--- config.mk ---
export PLATFORM = sky130hd
export DESIGN_NAME = sim_top
export DESIGN_NICKNAME = d
export VERILOG_FILES = /design/src/rtl/sim_top_pkg.sv /design/src/rtl/sim_uart_seq.sv /design/src/rtl/sim_top.sv
export SDC_FILE = /design/constraint.sdc
export NUM_CORES = 1
export LEC_CHECK = 0
export BUFFER_PORTS_ARGS = -buffer_cell sky130_fd_sc_hd__buf_2
export CELL_PAD_IN_SITES_DETAIL_PLACEMENT = 1
export CELL_PAD_IN_SITES_GLOBAL_PLACEMENT = 1
export CORE_MARGIN = 2
export CORE_UTILIZATION = 12
export DETAILED_ROUTE_END_ITERATION = 10
export PLACE_DENSITY = 0.79
export SYNTH_ARGS = -nofsm -noshare
export SYNTH_HDL_FRONTEND = slang
export SYNTH_SLANG_ARGS = --single-unit
--- constraint.sdc ---
create_clock -name clock -period 3.1 [get_ports clock]
set_clock_uncertainty 0.2 [all_clocks]
set_input_delay 0.775 -clock clock [delete_from_list [all_inputs] [get_ports clock]]
set_output_delay 0.775 -clock clock [all_outputs]
set_load 0.1 [all_outputs]
--- src/rtl/sim_top_pkg.sv ---
// Shared constants and types for the simulation top-level: boot banner text,
// the "no UART data" marker and the UART sequencer state encoding.
package sim_top_pkg;

  localparam int                        BANNER_LEN = 6;
  localparam logic [8*BANNER_LEN-1:0]   BANNER     = "HELLO\n";
  localparam logic [7:0]                UART_EMPTY = 8'hFF;

  typedef enum logic {
    UART_BANNER = 1'b0,
    UART_POLL   = 1'b1
  } uart_state_e;

  // The string literal stores its first character in the most significant byte.
  function automatic logic [7:0] banner_char(input logic [2:0] idx);
    return BANNER[8*(BANNER_LEN-1-int'(idx)) +: 8];
  endfunction

endpackage

--- src/rtl/sim_uart_seq.sv ---
// UART console sequencer: emits the boot banner one character per slot, then
// polls for input each slot and echoes any character that is not UART_EMPTY.
module sim_uart_seq
  import sim_top_pkg::*;
#(
  parameter int UART_GAP = 2
) (
  input  logic       clk,
  input  logic       rst_n,
  input  logic [7:0] in_ch,
  output logic       out_valid,
  output logic [7:0] out_ch,
  output logic       in_valid
);

  localparam int SW = $clog2(UART_GAP);

  uart_state_e   state_q, state_d;
  logic [SW-1:0] slot_cnt_q, slot_cnt_d;
  logic [2:0]    char_idx_q, char_idx_d;
  logic          out_valid_q, out_valid_d;
  logic [7:0]    out_ch_q, out_ch_d;
  logic          in_valid_q, in_valid_d;
  logic          slot_fire;

  always_comb begin
    slot_fire   = (slot_cnt_q == '0);
    slot_cnt_d  = (slot_cnt_q == SW'(UART_GAP-1)) ? '0 : slot_cnt_q + 1'b1;
    state_d     = state_q;
    char_idx_d  = char_idx_q;
    out_valid_d = 1'b0;
    out_ch_d    = out_ch_q;
    in_valid_d  = 1'b0;
    case (state_q)
      UART_BANNER: begin
        if (slot_fire) begin
          out_valid_d = 1'b1;
          out_ch_d    = banner_char(char_idx_q);
          char_idx_d  = char_idx_q + 3'd1;
          if (char_idx_q == 3'(BANNER_LEN-1)) begin
            state_d = UART_POLL;
          end
        end
      end
      UART_POLL: begin
        if (slot_fire) begin
          in_valid_d = 1'b1;
        end
        // The poll cycle ends on the edge where the request strobe is still high.
        if (in_valid_q && (in_ch != UART_EMPTY)) begin
          out_valid_d = 1'b1;
          out_ch_d    = in_ch;
        end
      end
      default: state_d = UART_BANNER;
    endcase
  end

  always_ff @(posedge clk) begin
    if (!rst_n) begin
      state_q     <= UART_BANNER;
      slot_cnt_q  <= '0;
      char_idx_q  <= '0;
      out_valid_q <= 1'b0;
      out_ch_q    <= '0;
      in_valid_q  <= 1'b0;
    end else begin
      state_q     <= state_d;
      slot_cnt_q  <= slot_cnt_d;
      char_idx_q  <= char_idx_d;
      out_valid_q <= out_valid_d;
      out_ch_q    <= out_ch_d;
      in_valid_q  <= in_valid_d;
    end
  end

  assign out_valid = out_valid_q;
  assign out_ch    = out_ch_q;
  assign in_valid  = in_valid_q;

endmodule

--- src/rtl/sim_top.sv ---
// Simulation stand-in for the SoC: cycle counter, difftest commit ticker, perf
// counters and UART console. Define SIMTOP_LOG_EN to enable windowed logging.
module sim_top
  import sim_top_pkg::*;
#(
  parameter int COMMIT_INTERVAL = 4,
  parameter int UART_GAP        = 2
) (
  input  logic        clock,
  input  logic        reset,
  input  logic [63:0] io_logCtrl_log_begin,
  input  logic [63:0] io_logCtrl_log_end,
  input  logic [63:0] io_logCtrl_log_level,
  input  logic        io_perfInfo_clean,
  input  logic        io_perfInfo_dump,
  output logic        io_uart_out_valid,
  output logic [7:0]  io_uart_out_ch,
  output logic        io_uart_in_valid,
  input  logic [7:0]  io_uart_in_ch,
  output logic        difftest_step
);

  localparam int DW = $clog2(COMMIT_INTERVAL);

  logic [63:0]   cycle_cnt_q, cycle_cnt_d;
  logic [DW-1:0] div_cnt_q, div_cnt_d;
  logic          step_q, step_d;
  logic [31:0]   commit_cnt_q, commit_cnt_d;
  logic [31:0]   uart_tx_cnt_q, uart_tx_cnt_d;
  logic          div_wrap;

  sim_uart_seq #(.UART_GAP(UART_GAP)) u_uart (
    .clk       (clock),
    .rst_n     (reset),
    .in_ch     (io_uart_in_ch),
    .out_valid (io_uart_out_valid),
    .out_ch    (io_uart_out_ch),
    .in_valid  (io_uart_in_valid)
  );

  always_comb begin
    div_wrap      = (div_cnt_q == DW'(COMMIT_INTERVAL-1));
    cycle_cnt_d   = cycle_cnt_q + 64'd1;
    div_cnt_d     = div_wrap ? '0 : div_cnt_q + 1'b1;
    step_d        = div_wrap;
    commit_cnt_d  = commit_cnt_q + {31'd0, div_wrap};
    uart_tx_cnt_d = uart_tx_cnt_q + {31'd0, io_uart_out_valid};
    // Clean wins over any increment landing on the same edge.
    if (io_perfInfo_clean) begin
      commit_cnt_d  = '0;
      uart_tx_cnt_d = '0;
    end
  end

  always_ff @(posedge clock) begin
    if (!reset) begin
      cycle_cnt_q   <= '0;
      div_cnt_q     <= '0;
      step_q        <= 1'b0;
      commit_cnt_q  <= '0;
      uart_tx_cnt_q <= '0;
    end else begin
      cycle_cnt_q   <= cycle_cnt_d;
      div_cnt_q     <= div_cnt_d;
      step_q        <= step_d;
      commit_cnt_q  <= commit_cnt_d;
      uart_tx_cnt_q <= uart_tx_cnt_d;
    end
  end

  assign difftest_step = step_q;

`ifndef SYNTHESIS
  // Registered values are pre-edge, so a same-edge clean still dumps old counts.
  always_ff @(posedge clock) begin
    if (reset && io_perfInfo_dump) begin
      $display("[perf] cycle=%0d commit_cnt=%0d uart_tx_cnt=%0d",
               cycle_cnt_q, commit_cnt_q, uart_tx_cnt_q);
    end
  end
`endif

`ifdef SIMTOP_LOG_EN
  logic log_active;
  assign log_active = (cycle_cnt_q >= io_logCtrl_log_begin) &&
                      (cycle_cnt_q <  io_logCtrl_log_end);

`ifndef SYNTHESIS
  always_ff @(posedge clock) begin
    if (reset && log_active) begin
      if (step_q) begin
        $display("commit %0d @ %0d", commit_cnt_q, cycle_cnt_q);
      end
      if (io_uart_out_valid && (io_logCtrl_log_level >= 64'd1)) begin
        $display("uart 0x%02h @ %0d", io_uart_out_ch, cycle_cnt_q);
      end
    end
  end
`endif
`else
  logic unused_log;
  assign unused_log = ^{io_logCtrl_log_begin, io_logCtrl_log_end, io_logCtrl_log_level};
`endif

endmodule

---- After elaboration in Yosys (flattened, before gate mapping) ----
Index checks and enable logic that the tools add are counted.
storage, ports and cells
  bits in registers ....................... 18
  input port bits ......................... 204
  output and inout port bits .............. 11
  word-level logic and storage cells ...... 36
cells by class
  add/sub/neg operators ................... 4
  equal/unequal tests ..................... 5
  shifts and indexed selects .............. 1
  multiplexer cells ....................... 9
  bitwise operators ....................... 3
  reductions and logical operators ........ 6
operators by type and width
  kind                        number
  $shiftx A48 B32 Y8 const A  1
  $mux W8                     2
  $pmux W8 S2                 1
  $ne A8 B8 Y1 const B        1
  $reduce_and A2 Y1           3
  $mux W1                     5
  $ne A2 B2 Y1 const B        2
  $reduce_or A2 Y1            2
  $sub A3 B3 Y4 const A       1
  $add A3 B1 Y3 const B       1
  $eq A3 B3 Y1 const B        1
  $not A1 Y1                  3
  $add A2 B1 Y2 const B       1
  $eq A2 B2 Y1 const B        1
  $pmux W1 S2                 1
  $add A1 B1 Y1 const B       1
  $logic_and A1 B1 Y1         1

---- Logic depth before layout (Yosys ltp) ----
Gate-level depths: netlist (run 1).
  depth after elaboration ................. 4
  mapped depth ............................ 6
  gate-level depth less buffers ........... 6

---- Modules after synthesis ----
From an unflattened synthesis (run 1), not the netlist that was laid out.
second synthesis, totals
  cells, all modules ...................... 90
  area total of the unflattened synthesis .. 862.1 µm²
modules (own cells, without submodules)
  module        instances  cells each  area an instance (µm²)  seq. area each (µm²)
  sim_uart_seq  1          83          760.7                   300.3
  sim_top       1          7           101.3                   60.1

---- Worst setup path before layout (run 1) ----
No wires, ideal clock.
  path type ............................... reg2out
  start point ............................. register u_uart.in_valid_q (netlist: u_uart.in_valid)
  end point ............................... output port io_uart_in_valid
  arrival ................................. 0.967 ns
  data required time ...................... 2.125 ns
  path slack .............................. 1.158 ns
  stages on the path, launching flop included .. 1
  path buffers ............................ 0
  cells stage by stage .................... dfxtp_1
RTL lines
  item                    line                source
  from (decl)             sim_uart_seq.sv:23  logic in_valid_q, in_valid_d;
  from (signal assigned)  sim_uart_seq.sv:73  in_valid_q <= in_valid_d;
  to (decl)               sim_top.sv:18       output logic io_uart_in_valid,
No word-level cell between the ends.

---- Worst setup path in the final report (run 1) ----
  start point ............................. register u_uart.char_idx_q[1]
  end point ............................... register u_uart.out_ch_q[0] (netlist: u_uart.out_ch[0])
between the ends
  longest elaborated chain between the ends .. 4
RTL lines
  item                    line                source
  from (decl)             sim_uart_seq.sv:20  logic [2:0] char_idx_q, char_idx_d;
  from (signal assigned)  sim_uart_seq.sv:70  char_idx_q <= char_idx_d;
  $sub A3 B3 Y4           sim_top_pkg.sv:16   return BANNER[8*(BANNER_LEN-1-int'(idx)) +: 8];
  $shiftx A48 B32 Y8      sim_top_pkg.sv:16
  $mux W8                 sim_uart_seq.sv:36  if (slot_fire) begin
  $pmux W8 S2             sim_uart_seq.sv:34  case (state_q)
  to (signal assigned)    sim_uart_seq.sv:72  out_ch_q <= out_ch_d;
  to (decl)               sim_uart_seq.sv:22  logic [7:0] out_ch_q, out_ch_d;
Every way passes these cells. The select of a mux whose other input is x is not followed.
A chain may end at the register's enable or synchronous reset.

==> load_flow_metrics.sql, run 1 <==
INSERT INTO impl_metrics (metric_group, metric, value, unit) VALUES
('setup_path', 'worstSetupStartpointType', 'flip-flop', ''),
('clock_tree', 'cts_made_buffers', '3', ''),
('power_and_ir_drop', 'static-leakage-power', '0.472', 'nW'),
('synthesis', 'netlist_top_cells_area', 'sky130_fd_sc_hd__dfxtp_1 41%, sky130_fd_sc_hd__ha_1 8.5%, sky130_fd_sc_hd__nand2_1 4.3%', ''),
('global_routing', 'grt_start_max_net_pins', '19', ''),
('final_layout', 'finalNetCount', '319', ''),
('clock_tree', 'post_cts_resize_count', '0', ''),
('worst_hold_path', 'min_from', 'div_cnt_q[0]', ''),
('die', 'core_region_area', '7180', 'sq um'),
('synthesis', 'number_of_distinct_library_cells_after_synthesis', '35', ''),
('drt', 'firstDrtPassIters', '4', ''),
('power_and_ir_drop', 'vdd_drop_max', '0.000163', 'V'),
('drt', 'ant_nets', '0', ''),
('die', 'floorplan.die_area', '8020', 'sq um'),
('placement', 'global_placer_s_final_weighted_congestion', '0.676', ''),
('die', 'die_h', '89.6', 'um'),
('die', 'pin_count', '215', ''),
('synthesis', 'top_area_cell_type_share_of_the_netlist_area', '0.410', ''),
('global_routing', 'first_pass_grt_wire_length', '3.22', 'mm'),
('global_routing', 'grt.overflow.total', '0', ''),
('synthesis', 'synth_enable_flop_cells', '0', ''),
('sta', 'timing_worst_slew_pin_value', '0.605', 'ns'),
('outcome', 'outcome', 'complete, no violations', ''),
('setup_path', 'worst_r2r_startpoint', 'u_uart.char_idx_q[1]', ''),
('placement', 'dpl.hpwl', '1.60', 'mm'),
('synthesis', 'ys.flop_type', 'sky130_fd_sc_hd__dfxtp_1', ''),
('clock_tree', 'worst_setup_hold_path_clk_slew', '0.06', 'ns'),
('synthesis', 'ys_ff_latch', '18', ''),
('worst_hold_path', 'hold_path.class', 'flip-flop to flip-flop', ''),
('clock_tree', 'post_cts_buffers', '0', ''),
('synthesis', 'most_numerous_cell_in_the_yosys_netlist', 'sky130_fd_sc_hd__dfxtp_1', ''),
('sta', 'setup_tns', '0', 'ns'),
('global_routing', 'number_of_antenna_violations_at_the_first_check_in_global_routing', '0', ''),
('die', 'placement_rows', '31', ''),
('sta', 'period_utilization_post_route', '0.680', ''),
('clock_tree', 'htree_num_levels', '1', ''),
('sta', 'finalCriticalPeriod', '2.11', 'ns'),
('die', 'initial_utilization', '0.122', ''),
('power_and_ir_drop', 'power_per_unit_of_standard_cell_area', '528', 'nW/um^2'),
('setup_path', 'crit_path_max_fanout', '8', ''),
('sta', 'timing_max_transition_violations_final', '0', ''),
('run', 'drv_cap', '0', ''),
('setup_path', 'timing.critical_path.from', 'u_uart.char_idx_q[1]', ''),
('sta', 'rsz0062_at_grt', 'false', ''),
('synthesis', 'synth_area_leader_cell', 'sky130_fd_sc_hd__dfxtp_1', ''),
('setup_path', 'critical_path.endpoint_type', 'flip-flop', ''),
('drt', 'detail_route.iter0.violations', '50', ''),
('synthesis', 'synth_commonest_cells', '18 x sky130_fd_sc_hd__dfxtp_1, 10 x sky130_fd_sc_hd__nand2_1, 6 x sky130_fd_sc_hd__ha_1, 4 x sky130_fd_sc_hd__and2_1, 4 x sky130_fd_sc_hd__o21ai_1', ''),
('final_layout', 'final_layout_size_suffix_gt1_frac', '0.327', ''),
('setup_path', 'critical_path_class', 'flip-flop to flip-flop', ''),
('sta', 'maxSlewHeadroom', '0.596', ''),
('drt', 'vias_per_cell', '3.41', ''),
('setup_path', 'cp.required', '3.04', 'ns'),
('clock_tree', 'cts.hold.buffers_added', '0', ''),
('final_layout', 'antennaDiodeCount', '0', ''),
('global_routing', 'first_global_vias', '678', ''),
('drt', 'totalWireLength', '2.06', 'mm'),
('setup_path', 'worstPathArrival', '2.05', 'ns'),
('clock_tree', 'root_buffer', 'sky130_fd_sc_hd__clkbuf_8', ''),
('sta', 'timing.fmax', '474', 'MHz'),
('synthesis', 'synth_seq_area_share', '0.410', ''),
('sta', 'finalHoldViolations', '0', ''),
('synthesis', 'netlist_area', '878', 'sq um'),
('clock_tree', 'clockBufferDepth', '2', ''),
('drt', 'dr_total_vias', '703', ''),
('final_layout', 'flow.area_growth_from_synthesis', '28.5', '%'),
('clock_tree', 'worstSkewPairLatency', '0.25', 'ns'),
('synthesis', 'synth.avg_cell_area', '10.2', 'sq um'),
('synthesis', 'syn-num-nets', '296', ''),
('drt', 'wl_per_cell', '9.98', 'um'),
('die', 'floorplan.die.width', '89.6', 'um'),
('synthesis', 'gate_count_post_synth', '86', ''),
('sta', 'worst_hold_slack', '0.231', 'ns'),
('sta', 'report.final.setup_viol', '0', ''),
('global_routing', 'gr-usage-all-layers', '0.0509', ''),
('clock_tree', 'clock_sinks', '18', ''),
('synthesis', 'synth.yosys.warnings', '0', ''),
('drt', 'drt_drc_violations_left', '0', ''),
('clock_tree', 'tritoncts', 'yes', ''),
('placement', 'port_buffers', '20', ''),
('synthesis', 'asyncSetResetFlopFracSynth', '0', '');
==> final cells by class <==
type | count | area, sq um
clock buffers | 3 | 41.3
fillers | 859 | 6050
inverters | 2 | 7.51
multi-input cells | 64 | 495
flip-flops and latches | 18 | 360
well taps | 99 | 124
repair buffers | 20 | 100
==> path summary, 6_finish.rpt <==
path	to	slack, ns	depth (start not counted)
setup / recovery	u_uart.out_ch[0]	0.99	6
hold / removal	div_cnt_q[0]	0.23	1
setup reg to reg	u_uart.out_ch[0]	0.99	6
hold reg to reg	div_cnt_q[0]	0.23	1
==> registers in the layout, summed over array words and instances, names as in the netlist <==
name	cells
u_uart.in_valid	1
u_uart.out_ch	8
u_uart.state_q	1
u_uart.out_valid	1
u_uart.slot_cnt_q	1
difftest_step	1
div_cnt_q	2
u_uart.char_idx_q	3
==> metal layers <==
layer / vias up / GRT usage / wire, um
met2: 8 / 0.0849 / 1050
met4: 0 / 0.00814 / 0
li1: 354 / - / -
met1: 341 / 0.0602 / 862
met3: 0 / 0.0249 / 147
met5: - / 0 / 0
==> metrics by stage <==
step / instances / util / setup slack [ns] / power, mW / cell area (sq um)
5_1_grt: 206 / 0.157 / 0.878 / 0.633 / 1130
3_3_place_gp: 203 / 0.152 / 1.05 / 0.442 / 1090
2_1_floorplan: 86 / - / 1.16 / 0.407 / 878
6_report: 206 / 0.157 / 0.992 / 0.596 / 1130
3_5_place_dp: 203 / 0.152 / 0.984 / 0.448 / 1090
4_1_cts: 206 / 0.157 / 0.977 / 0.604 / 1130
==> kinds of logic after synthesis <==
logic type,synth area share
flops,0.410
buf+inv,0.0256
xor+xnor,0.0199
simple gates,0.207
mux,0.0256
fa+ha+maj,0.0855
compound gates,0.226
==> cells in the final DEF, fill, tap and decap left out <==
cell type / instances
sky130_fd_sc_hd__a21boi_0: 1
sky130_fd_sc_hd__a21boi_1: 3
sky130_fd_sc_hd__a21oi_1: 2
sky130_fd_sc_hd__a22oi_1: 2
sky130_fd_sc_hd__and2_1: 4
sky130_fd_sc_hd__and2_2: 1
sky130_fd_sc_hd__and3b_1: 1
sky130_fd_sc_hd__buf_2: 20
sky130_fd_sc_hd__clkbuf_8: 3
sky130_fd_sc_hd__dfxtp_1: 18
sky130_fd_sc_hd__ha_1: 6
sky130_fd_sc_hd__inv_1: 1
sky130_fd_sc_hd__inv_2: 1
sky130_fd_sc_hd__mux2_1: 1
sky130_fd_sc_hd__mux2_2: 1
sky130_fd_sc_hd__nand2_1: 10
sky130_fd_sc_hd__nand2_2: 1
sky130_fd_sc_hd__nand3_1: 3
sky130_fd_sc_hd__nand4_1: 1
sky130_fd_sc_hd__nand4_2: 1
sky130_fd_sc_hd__nor2_4: 2
sky130_fd_sc_hd__nor2b_1: 2
sky130_fd_sc_hd__nor3b_1: 2
sky130_fd_sc_hd__nor4_1: 1
sky130_fd_sc_hd__o211a_1: 3
sky130_fd_sc_hd__o211a_4: 1
sky130_fd_sc_hd__o211ai_1: 1
sky130_fd_sc_hd__o211ai_2: 2
sky130_fd_sc_hd__o21a_1: 1
sky130_fd_sc_hd__o21ai_0: 1
sky130_fd_sc_hd__o21ai_1: 4
sky130_fd_sc_hd__o311ai_2: 1
sky130_fd_sc_hd__o31ai_1: 2
sky130_fd_sc_hd__or2_2: 1
sky130_fd_sc_hd__xnor2_1: 2
==> critical path: stages, from the launching register on <==
cell and delay [ns]:
sky130_fd_sc_hd__dfxtp_1 0.49, sky130_fd_sc_hd__inv_1 0.15, sky130_fd_sc_hd__ha_1 0.44, sky130_fd_sc_hd__mux2_2 0.36
sky130_fd_sc_hd__a22oi_1 0.14, sky130_fd_sc_hd__o21ai_1 0.09, sky130_fd_sc_hd__o211a_1 0.12
==> power by group <==
group	switching, mW	total, mW	internal (mW)
Combinational	0.126	0.176	0.0506
Clock	0.0682	0.154	0.0861
Sequential	0.0149	0.265	0.250
Total	0.209	0.596	0.387
Power figures use the tool's default switching activity.
==> run 2, diff against run 1 <==
--- a/config.mk
+++ b/config.mk
@@ -9,9 +9,9 @@
 export CELL_PAD_IN_SITES_DETAIL_PLACEMENT = 1
 export CELL_PAD_IN_SITES_GLOBAL_PLACEMENT = 1
 export CORE_MARGIN = 2
-export CORE_UTILIZATION = 12
+export CORE_UTILIZATION = 10
 export DETAILED_ROUTE_END_ITERATION = 10
-export PLACE_DENSITY = 0.79
+export PLACE_DENSITY = 0.7
 export SYNTH_ARGS = -nofsm -noshare
 export SYNTH_HDL_FRONTEND = slang
 export SYNTH_SLANG_ARGS = --single-unit
==> constraint.sdc (replaced) <==
create_clock -name clock -period 1.78 [get_ports clock]
set_clock_uncertainty 0.2 [all_clocks]
set_input_delay 0.445 -clock clock [delete_from_list [all_inputs] [get_ports clock]]
set_output_delay 0.445 -clock clock [all_outputs]
set_load 0.1 [all_outputs]
==> load_flow_metrics.sql, run 2 (synthesis gave the netlist of run 1 again) <==
INSERT INTO impl_metrics (metric_group, metric, value, unit) VALUES
('die', 'core_region_area', '8640', 'sq um'),
('clock_tree', 'worstSkewPairLatency', '0.26', 'ns'),
('global_routing', 'number_of_antenna_violations_at_the_first_check_in_global_routing', '0', ''),
('setup_path', 'slowest_delay', '0.43', 'ns'),
('power_and_ir_drop', 'power_per_unit_of_standard_cell_area', '927', 'nW/um^2'),
('setup_path', 'cp.buffers_inverters', '1', ''),
('final_layout', 'antennaDiodeCount', '0', ''),
('sta', 'rsz0062_at_grt', 'false', ''),
('placement', 'dpl-instance-area', '1140', 'sq um'),
('final_layout', 'mostFrequentLayoutCell', 'sky130_fd_sc_hd__buf_2', ''),
('placement', 'port_buffers', '20', ''),
('final_layout', 'stdcell_area', '1210', 'sq um'),
('power_and_ir_drop', 'seq_power_share', '0.407', ''),
('clock_tree', 'cts_made_buffers', '3', ''),
('outcome', 'outcome', 'complete, no violations', ''),
('die', 'floorplan.die_area', '9550', 'sq um'),
('final_layout', 'finalNetCount', '324', ''),
('drt', 'dr_total_vias', '725', ''),
('sta', 'timing_worst_slew_pin_value', '0.499', 'ns'),
('global_routing', 'gr-usage-all-layers', '0.0497', ''),
('global_routing', 'first_pass_grt_wire_length', '3.77', 'mm'),
('setup_path', 'critical_path.cell_chain', 'buf_2', ''),
('global_routing', 'first_global_vias', '742', ''),
('global_routing', 'grt_start_max_net_pins', '19', ''),
('power_and_ir_drop', 'combinationalPowerShare', '0.289', ''),
('final_layout', 'layout.cells.most_common_list', '20 x sky130_fd_sc_hd__buf_2, 16 x sky130_fd_sc_hd__dfxtp_1, 10 x sky130_fd_sc_hd__nand2_1', ''),
('global_routing', 'grt.overflow.total', '0', ''),
('worst_hold_path', 'hold_path.class', 'input pin to flip-flop', ''),
('power_and_ir_drop', 'power.clock.fraction', '0.303', ''),
('clock_tree', 'cts.hold.buffers_added', '0', ''),
('die', 'die_h', '97.7', 'um'),
('final_layout', 'multi_input_area', '508', 'sq um'),
('sta', 'finalCriticalPeriod', '1.70', 'ns'),
('final_layout', 'flow.area_growth_from_synthesis', '37.3', '%'),
('setup_path', 'worstSetupStartpointType', 'flip-flop', ''),
('sta', 'finalHoldViolations', '0', ''),
('power_and_ir_drop', 'power.switching_fraction', '0.345', ''),
('drt', 'vias_per_cell', '3.28', ''),
('die', 'initial_utilization', '0.102', ''),
('setup_path', 'cp.required', '1.13', 'ns'),
('power_and_ir_drop', 'sw_power', '386', 'uW'),
('sta', 'report.final.setup_viol', '0', ''),
('clock_tree', 'clock_sinks', '18', ''),
('setup_path', 'crit_family', 'buffers and inverters', ''),
('sta', 'timing.fmax', '589', 'MHz'),
('sta', 'worst_hold_slack', '0.230', 'ns'),
('clock_tree', 'tritoncts', 'yes', ''),
('drt', 'totalWireLength', '2.20', 'mm'),
('final_layout', 'largest_register_ffs', '8', ''),
('placement', 'post-place-ws', '0.0670', 'ns'),
('die', 'floorplan.die.width', '97.7', 'um'),
('final_layout', 'final_layout_size_suffix_gt1_frac', '0.389', ''),
('clock_tree', 'clockBufferDepth', '2', ''),
('setup_path', 'critical_path_class', 'flip-flop to output port', ''),
('drt', 'firstDrtPassIters', '4', ''),
('final_layout', 'area.sequential', '363', 'sq um'),
('power_and_ir_drop', 'cell_internal_pwr', '733', 'uW'),
('setup_path', 'crit_path_max_fanout', '3', ''),
('clock_tree', 'root_buffer', 'sky130_fd_sc_hd__clkbuf_8', ''),
('setup_path', 'critical_path.endpoint_type', 'output port', ''),
('final_layout', 'filler_cell_count', '1022', ''),
('sta', 'timing_max_transition_violations_final', '0', ''),
('power_and_ir_drop', 'vdd_drop_max', '0.000471', 'V'),
('clock_tree', 'worst_setup_hold_path_clk_slew', '0.07', 'ns'),
('drt', 'drt_drc_violations_left', '0', ''),
('die', 'pin_count', '215', ''),
('run', 'drv_cap', '0', ''),
('setup_path', 'worstPathArrival', '1.05', 'ns'),
('sta', 'setup_tns', '0', 'ns'),
('drt', 'ant_nets', '0', ''),
('drt', 'wl_per_cell', '9.95', 'um'),
('power_and_ir_drop', 'static-leakage-power', '0.505', 'nW'),
('sta', 'maxSlewHeadroom', '0.670', ''),
('die', 'placement_rows', '34', ''),
('clock_tree', 'htree_num_levels', '1', ''),
('placement', 'global_placer_s_final_weighted_congestion', '0.743', ''),
('drt', 'detail_route.iter0.violations', '34', ''),
('sta', 'post-route-worst-setup-slack', '0.0824', 'ns'),
('setup_path', 'timing.critical_path.slowest_stage_cell', 'sky130_fd_sc_hd__buf_2', ''),
('placement', 'dpl.hpwl', '1.75', 'mm'),
('sta', 'period_utilization_post_route', '0.954', '');
## run 2: cell types whose count changed in the layout (fill, tap and decap cells not counted)
cell / previous run / this run
sky130_fd_sc_hd__ha_1: 6 / 5
sky130_fd_sc_hd__buf_4: 0 / 5
sky130_fd_sc_hd__ha_4: 0 / 1
sky130_fd_sc_hd__clkbuf_8: 3 / 4
sky130_fd_sc_hd__dfxtp_1: 18 / 16
sky130_fd_sc_hd__dfxtp_2: 0 / 2
## run 2: through the flow
stage	power (mW)	std cells	utilization
global placement	0.781	216	0.132
global route	1.19	221	0.140
CTS	1.13	220	0.139
finish	1.12	221	0.140
detailed placement	0.786	216	0.132
floorplan	0.716	86	-
## run 2: path summary, 6_finish.rpt
kind | start | to | slack [ns] | cells after the start
hold reg to reg | div_cnt_q[0] | div_cnt_q[0] | 0.24 | 1
hold / removal | io_uart_in_ch[5] | u_uart.out_ch[5] | 0.23 | 3
setup reg to reg | u_uart.char_idx_q[1] | u_uart.out_ch[0] | 0.08 | 6
setup / recovery | u_uart.in_valid | io_uart_in_valid | 0.08 | 1
## run 2: area by class of cell
class | count | share of cell area
clock buffer | 4 | 0.0456
inverter | 2 | 0.00622
multi-input combinational | 64 | 0.421
sequential | 18 | 0.301
tap | 108 | 0.112
timing repair buffer | 25 | 0.114
## run 2: worst reg2reg max path: stages, from the launching register on
cell                      delay [ns]
sky130_fd_sc_hd__dfxtp_2        0.33
sky130_fd_sc_hd__inv_1          0.09
sky130_fd_sc_hd__ha_4           0.30
sky130_fd_sc_hd__mux2_2         0.33
sky130_fd_sc_hd__a22oi_1        0.13
sky130_fd_sc_hd__o21ai_1        0.09
sky130_fd_sc_hd__o211a_1        0.13
## run 2: what timing repair did
item,in CTS,in global routing
endpoints found under the setup margin,0,1
buffers inserted,0,1
gates resized for setup,0,0
## run 2: layer usage
layer | track usage | part of all wire | up-vias
met5 | 0 | 0 | -
met4 | 0.0160 | 0.0095 | 0
met3 | 0.0201 | 0.044 | 2
met2 | 0.0785 | 0.48 | 12
met1 | 0.0620 | 0.47 | 349
li1 | - | - | 362
## run 2: power by group through the flow
stage               Combinational, mW  Sequential [mW]  Clock (mW)
floorplan                       0.122            0.594           0
global placement                0.318            0.463           0
detailed placement              0.321            0.465           0
CTS                             0.323            0.456       0.353
global route                    0.350            0.460       0.379
finish                          0.324            0.456       0.339
==> run 3, diff against run 2 <==
--- a/config.mk
+++ b/config.mk
@@ -5,13 +5,15 @@
 export SDC_FILE = /design/constraint.sdc
 export NUM_CORES = 1
 export LEC_CHECK = 0
+export ABC_AREA = 1
 export BUFFER_PORTS_ARGS = -buffer_cell sky130_fd_sc_hd__buf_2
 export CELL_PAD_IN_SITES_DETAIL_PLACEMENT = 1
 export CELL_PAD_IN_SITES_GLOBAL_PLACEMENT = 1
+export CORE_ASPECT_RATIO = 1.4
 export CORE_MARGIN = 2
-export CORE_UTILIZATION = 10
+export CORE_UTILIZATION = 11
 export DETAILED_ROUTE_END_ITERATION = 10
-export PLACE_DENSITY = 0.7
+export PLACE_DENSITY = 0.73
 export SYNTH_ARGS = -nofsm -noshare
 export SYNTH_HDL_FRONTEND = slang
 export SYNTH_SLANG_ARGS = --single-unit
==> load_flow_metrics.sql, run 3 <==
INSERT INTO impl_metrics (metric_group, metric, value, unit) VALUES
('clock_tree', 'tritoncts', 'yes', ''),
('clock_tree', 'cts.hold.buffers_added', '0', ''),
('synthesis', 'synth_commonest_cells', '23 x sky130_fd_sc_hd__nand2_1, 18 x sky130_fd_sc_hd__dfxtp_1, 15 x sky130_fd_sc_hd__nor2_1, 13 x sky130_fd_sc_hd__inv_1, 9 x sky130_fd_sc_hd__nand3_1', ''),
('synthesis', 'most_numerous_cell_in_the_yosys_netlist', 'sky130_fd_sc_hd__nand2_1', ''),
('final_layout', 'antennaDiodeCount', '0', ''),
('setup_path', 'timing.reg2reg.setup_slack', '0.25', 'ns'),
('power_and_ir_drop', 'power.clock.fraction', '0.386', ''),
('final_layout', 'final_layout_size_suffix_gt1_frac', '0.320', ''),
('clock_tree', 'root_buffer', 'sky130_fd_sc_hd__clkbuf_16', ''),
('power_and_ir_drop', 'seq_power_share', '0.354', ''),
('global_routing', 'number_of_antenna_violations_at_the_first_check_in_global_routing', '0', ''),
('setup_path', 'worst_r2r_startpoint', 'u_uart.char_idx_q[1]', ''),
('setup_path', 'timing.critical_path.slowest_stage_cell', 'sky130_fd_sc_hd__buf_2', ''),
('outcome', 'outcome', 'complete, no violations', ''),
('final_layout', 'layout.cells.most_common_list', '23 x sky130_fd_sc_hd__nand2_1, 19 x sky130_fd_sc_hd__buf_2, 17 x sky130_fd_sc_hd__dfxtp_1', ''),
('power_and_ir_drop', 'vdd_drop_max', '0.000348', 'V'),
('die', 'floorplan.die_area', '9500', 'sq um'),
('setup_path', 'critical_path.endpoint_type', 'output port', ''),
('clock_tree', 'clockBufferDepth', '2', ''),
('synthesis', 'ys_ff_latch', '18', ''),
('placement', 'post-place-ws', '0.186', 'ns'),
('placement', 'port_buffers', '20', ''),
('setup_path', 'critical_path.cell_chain', 'buf_2', ''),
('sta', 'report.final.setup_viol', '0', ''),
('power_and_ir_drop', 'sw_power', '417', 'uW'),
('setup_path', 'worstPathArrival', '1.01', 'ns'),
('synthesis', 'synth.yosys.warnings', '0', ''),
('clock_tree', 'worstSkewPairLatency', '0.25', 'ns'),
('die', 'initial_utilization', '0.113', ''),
('global_routing', 'first_global_vias', '974', ''),
('power_and_ir_drop', 'combinationalPowerShare', '0.260', ''),
('final_layout', 'largest_register_ffs', '8', ''),
('power_and_ir_drop', 'report.power.total', '1.28', 'mW'),
('synthesis', 'synth_enable_flop_cells', '0', ''),
('sta', 'period_utilization_post_route', '0.930', ''),
('global_routing', 'grt.overflow.total', '0', ''),
('drt', 'wl_per_cell', '9.48', 'um'),
('setup_path', 'worstSetupStartpointType', 'flip-flop', ''),
('die', 'floorplan.die.width', '82.9', 'um'),
('drt', 'vias_per_cell', '3.38', ''),
('final_layout', 'flow.area_growth_from_synthesis', '34.7', '%'),
('sta', 'finalHoldViolations', '0', ''),
('synthesis', 'ys.flop_type', 'sky130_fd_sc_hd__dfxtp_1', ''),
('worst_hold_path', 'holdPathEnd', 'div_cnt_q[0]', ''),
('synthesis', 'gate_count_post_synth', '122', ''),
('sta', 'post-route-worst-setup-slack', '0.124', 'ns'),
('sta', 'maxSlewHeadroom', '0.672', ''),
('drt', 'dr_total_vias', '853', ''),
('final_layout', 'mostFrequentLayoutCell', 'sky130_fd_sc_hd__nand2_1', ''),
('worst_hold_path', 'min_from', 'div_cnt_q[0]', ''),
('drt', 'detail_route.iter0.violations', '2', ''),
('drt', 'firstDrtPassIters', '2', ''),
('global_routing', 'gr-usage-all-layers', '0.0550', ''),
('worst_hold_path', 'hold_path.class', 'flip-flop to flip-flop', ''),
('setup_path', 'cp.buffers_inverters', '1', ''),
('clock_tree', 'htree_num_levels', '1', ''),
('global_routing', 'first_pass_grt_wire_length', '4.31', 'mm'),
('power_and_ir_drop', 'static-leakage-power', '0.602', 'nW'),
('setup_path', 'crit_path_max_fanout', '1', ''),
('synthesis', 'synth.avg_cell_area', '7.87', 'sq um'),
('sta', 'timing_worst_slew_pin_value', '0.495', 'ns'),
('sta', 'timing_max_transition_violations_final', '0', ''),
('global_routing', 'grt_start_max_net_pins', '13', ''),
('setup_path', 'rr_endpoint', 'u_uart.out_ch[0]', ''),
('synthesis', 'netlist_top_cells_area', 'sky130_fd_sc_hd__dfxtp_1 38%, sky130_fd_sc_hd__nand2_1 9.0%, sky130_fd_sc_hd__ha_1 7.8%', ''),
('synthesis', 'synth_seq_area_share', '0.375', ''),
('die', 'pin_count', '215', ''),
('synthesis', 'number_of_distinct_library_cells_after_synthesis', '24', ''),
('sta', 'rsz0062_at_grt', 'false', ''),
('synthesis', 'syn-num-nets', '332', ''),
('die', 'die_h', '115', 'um'),
('power_and_ir_drop', 'cell_internal_pwr', '867', 'uW'),
('clock_tree', 'cts_made_buffers', '3', ''),
('setup_path', 'ff2ff_path_depth', '9', ''),
('drt', 'drt_drc_violations_left', '0', ''),
('synthesis', 'netlist_area', '960', 'sq um'),
('synthesis', 'synth_area_leader_cell', 'sky130_fd_sc_hd__dfxtp_1', ''),
('power_and_ir_drop', 'power_per_unit_of_standard_cell_area', '993', 'nW/um^2'),
('power_and_ir_drop', 'power.switching_fraction', '0.325', ''),
('die', 'core_region_area', '8510', 'sq um'),
('clock_tree', 'post_cts_resize_count', '0', ''),
('sta', 'setup_tns', '0', 'ns'),
('synthesis', 'top_area_cell_type_share_of_the_netlist_area', '0.375', ''),
('clock_tree', 'clock_sinks', '18', ''),
('setup_path', 'crit_family', 'buffers and inverters', ''),
('drt', 'totalWireLength', '2.39', 'mm'),
('setup_path', 'cp.required', '1.13', 'ns'),
('placement', 'global_placer_s_final_weighted_congestion', '0.771', ''),
('sta', 'timing.fmax', '604', 'MHz'),
('clock_tree', 'post_cts_buffers', '0', ''),
('sta', 'worst_hold_slack', '0.239', 'ns'),
('clock_tree', 'worst_setup_hold_path_clk_slew', '0.05', 'ns'),
('worst_hold_path', 'min_delay_path_depth', '1', ''),
('setup_path', 'slowest_delay', '0.43', 'ns'),
('synthesis', 'asyncSetResetFlopFracSynth', '0', ''),
('drt', 'ant_nets', '0', ''),
('setup_path', 'critical_path_class', 'flip-flop to output port', ''),
('final_layout', 'finalNetCount', '358', ''),
('run', 'drv_cap', '0', ''),
('sta', 'finalCriticalPeriod', '1.66', 'ns'),
('die', 'placement_rows', '40', ''),
('placement', 'dpl.hpwl', '1.95', 'mm');
run 3: how the worst max path moves through the flow:
stage                    startpoint  slack [ns]                end  cells past startpoint
6_report              difftest_step        0.12      difftest_step                      1
3_3_place_gp   u_uart.char_idx_q[1]        0.19   u_uart.out_ch[2]                      9
5_1_grt        u_uart.char_idx_q[1]        0.05   u_uart.out_ch[2]                      9
2_1_floorplan  u_uart.char_idx_q[1]        0.14   u_uart.out_ch[2]                      9
4_1_cts            u_uart.out_ch[1]        0.11  io_uart_out_ch[1]                      1
3_5_place_dp   u_uart.char_idx_q[1]        0.19   u_uart.out_ch[2]                      9
run 3: power by group through the flow:
stage	Sequential, mW	Clock (mW)	Combinational, mW
after floorplan	0.588	0	0.134
after global placement	0.463	0	0.327
after detailed placement	0.464	0	0.333
after CTS	0.456	0.511	0.338
after global routing	0.459	0.528	0.371
final	0.455	0.496	0.333
run 3: worst reg2reg max path, stage by stage (launching register included):
cell                      delay [ns]
sky130_fd_sc_hd__dfxtp_1        0.33
sky130_fd_sc_hd__inv_1          0.07
sky130_fd_sc_hd__ha_1           0.31
sky130_fd_sc_hd__buf_4          0.15
sky130_fd_sc_hd__nor2_1         0.10
sky130_fd_sc_hd__nor2_1         0.06
sky130_fd_sc_hd__nor2_1         0.09
sky130_fd_sc_hd__nand2_1        0.06
sky130_fd_sc_hd__inv_1          0.04
sky130_fd_sc_hd__nor2_1         0.03
run 3: metal layers:
layer | track usage | wire length [um] | vias up
met5 | 0 | 0 | -
met2 | 0.110 | 1230 | 21
met1 | 0.0563 | 1030 | 393
met4 | 0.0186 | 56 | 0
met3 | 0.0108 | 77 | 5
li1 | - | - | 434
run 3: stage by stage:
step	util	cell area, sq um	cells
floorplan	-	961	122
global placement	0.141	1200	248
detailed placement	0.141	1200	248
CTS	0.152	1290	252
global route	0.152	1290	252
finish	0.152	1290	252
run 3: cell families (layout without fill, tap and decap cells):
group	after synthesis	after routing	synth area share
compound gates	15	15	0.0874
flops	18	18	0.375
simple gates	63	63	0.355
buf+inv	20	45	0.104
fa+ha+maj	6	6	0.0782
run 3: area by class of cell:
class                      count  area (sq um)
multi-input combinational     84           499
inverter                      17          66.3
clock buffer                   4          88.8
tap                          105           131
timing repair buffer          24           145
sequential                    18           362
fill                        1043          7220
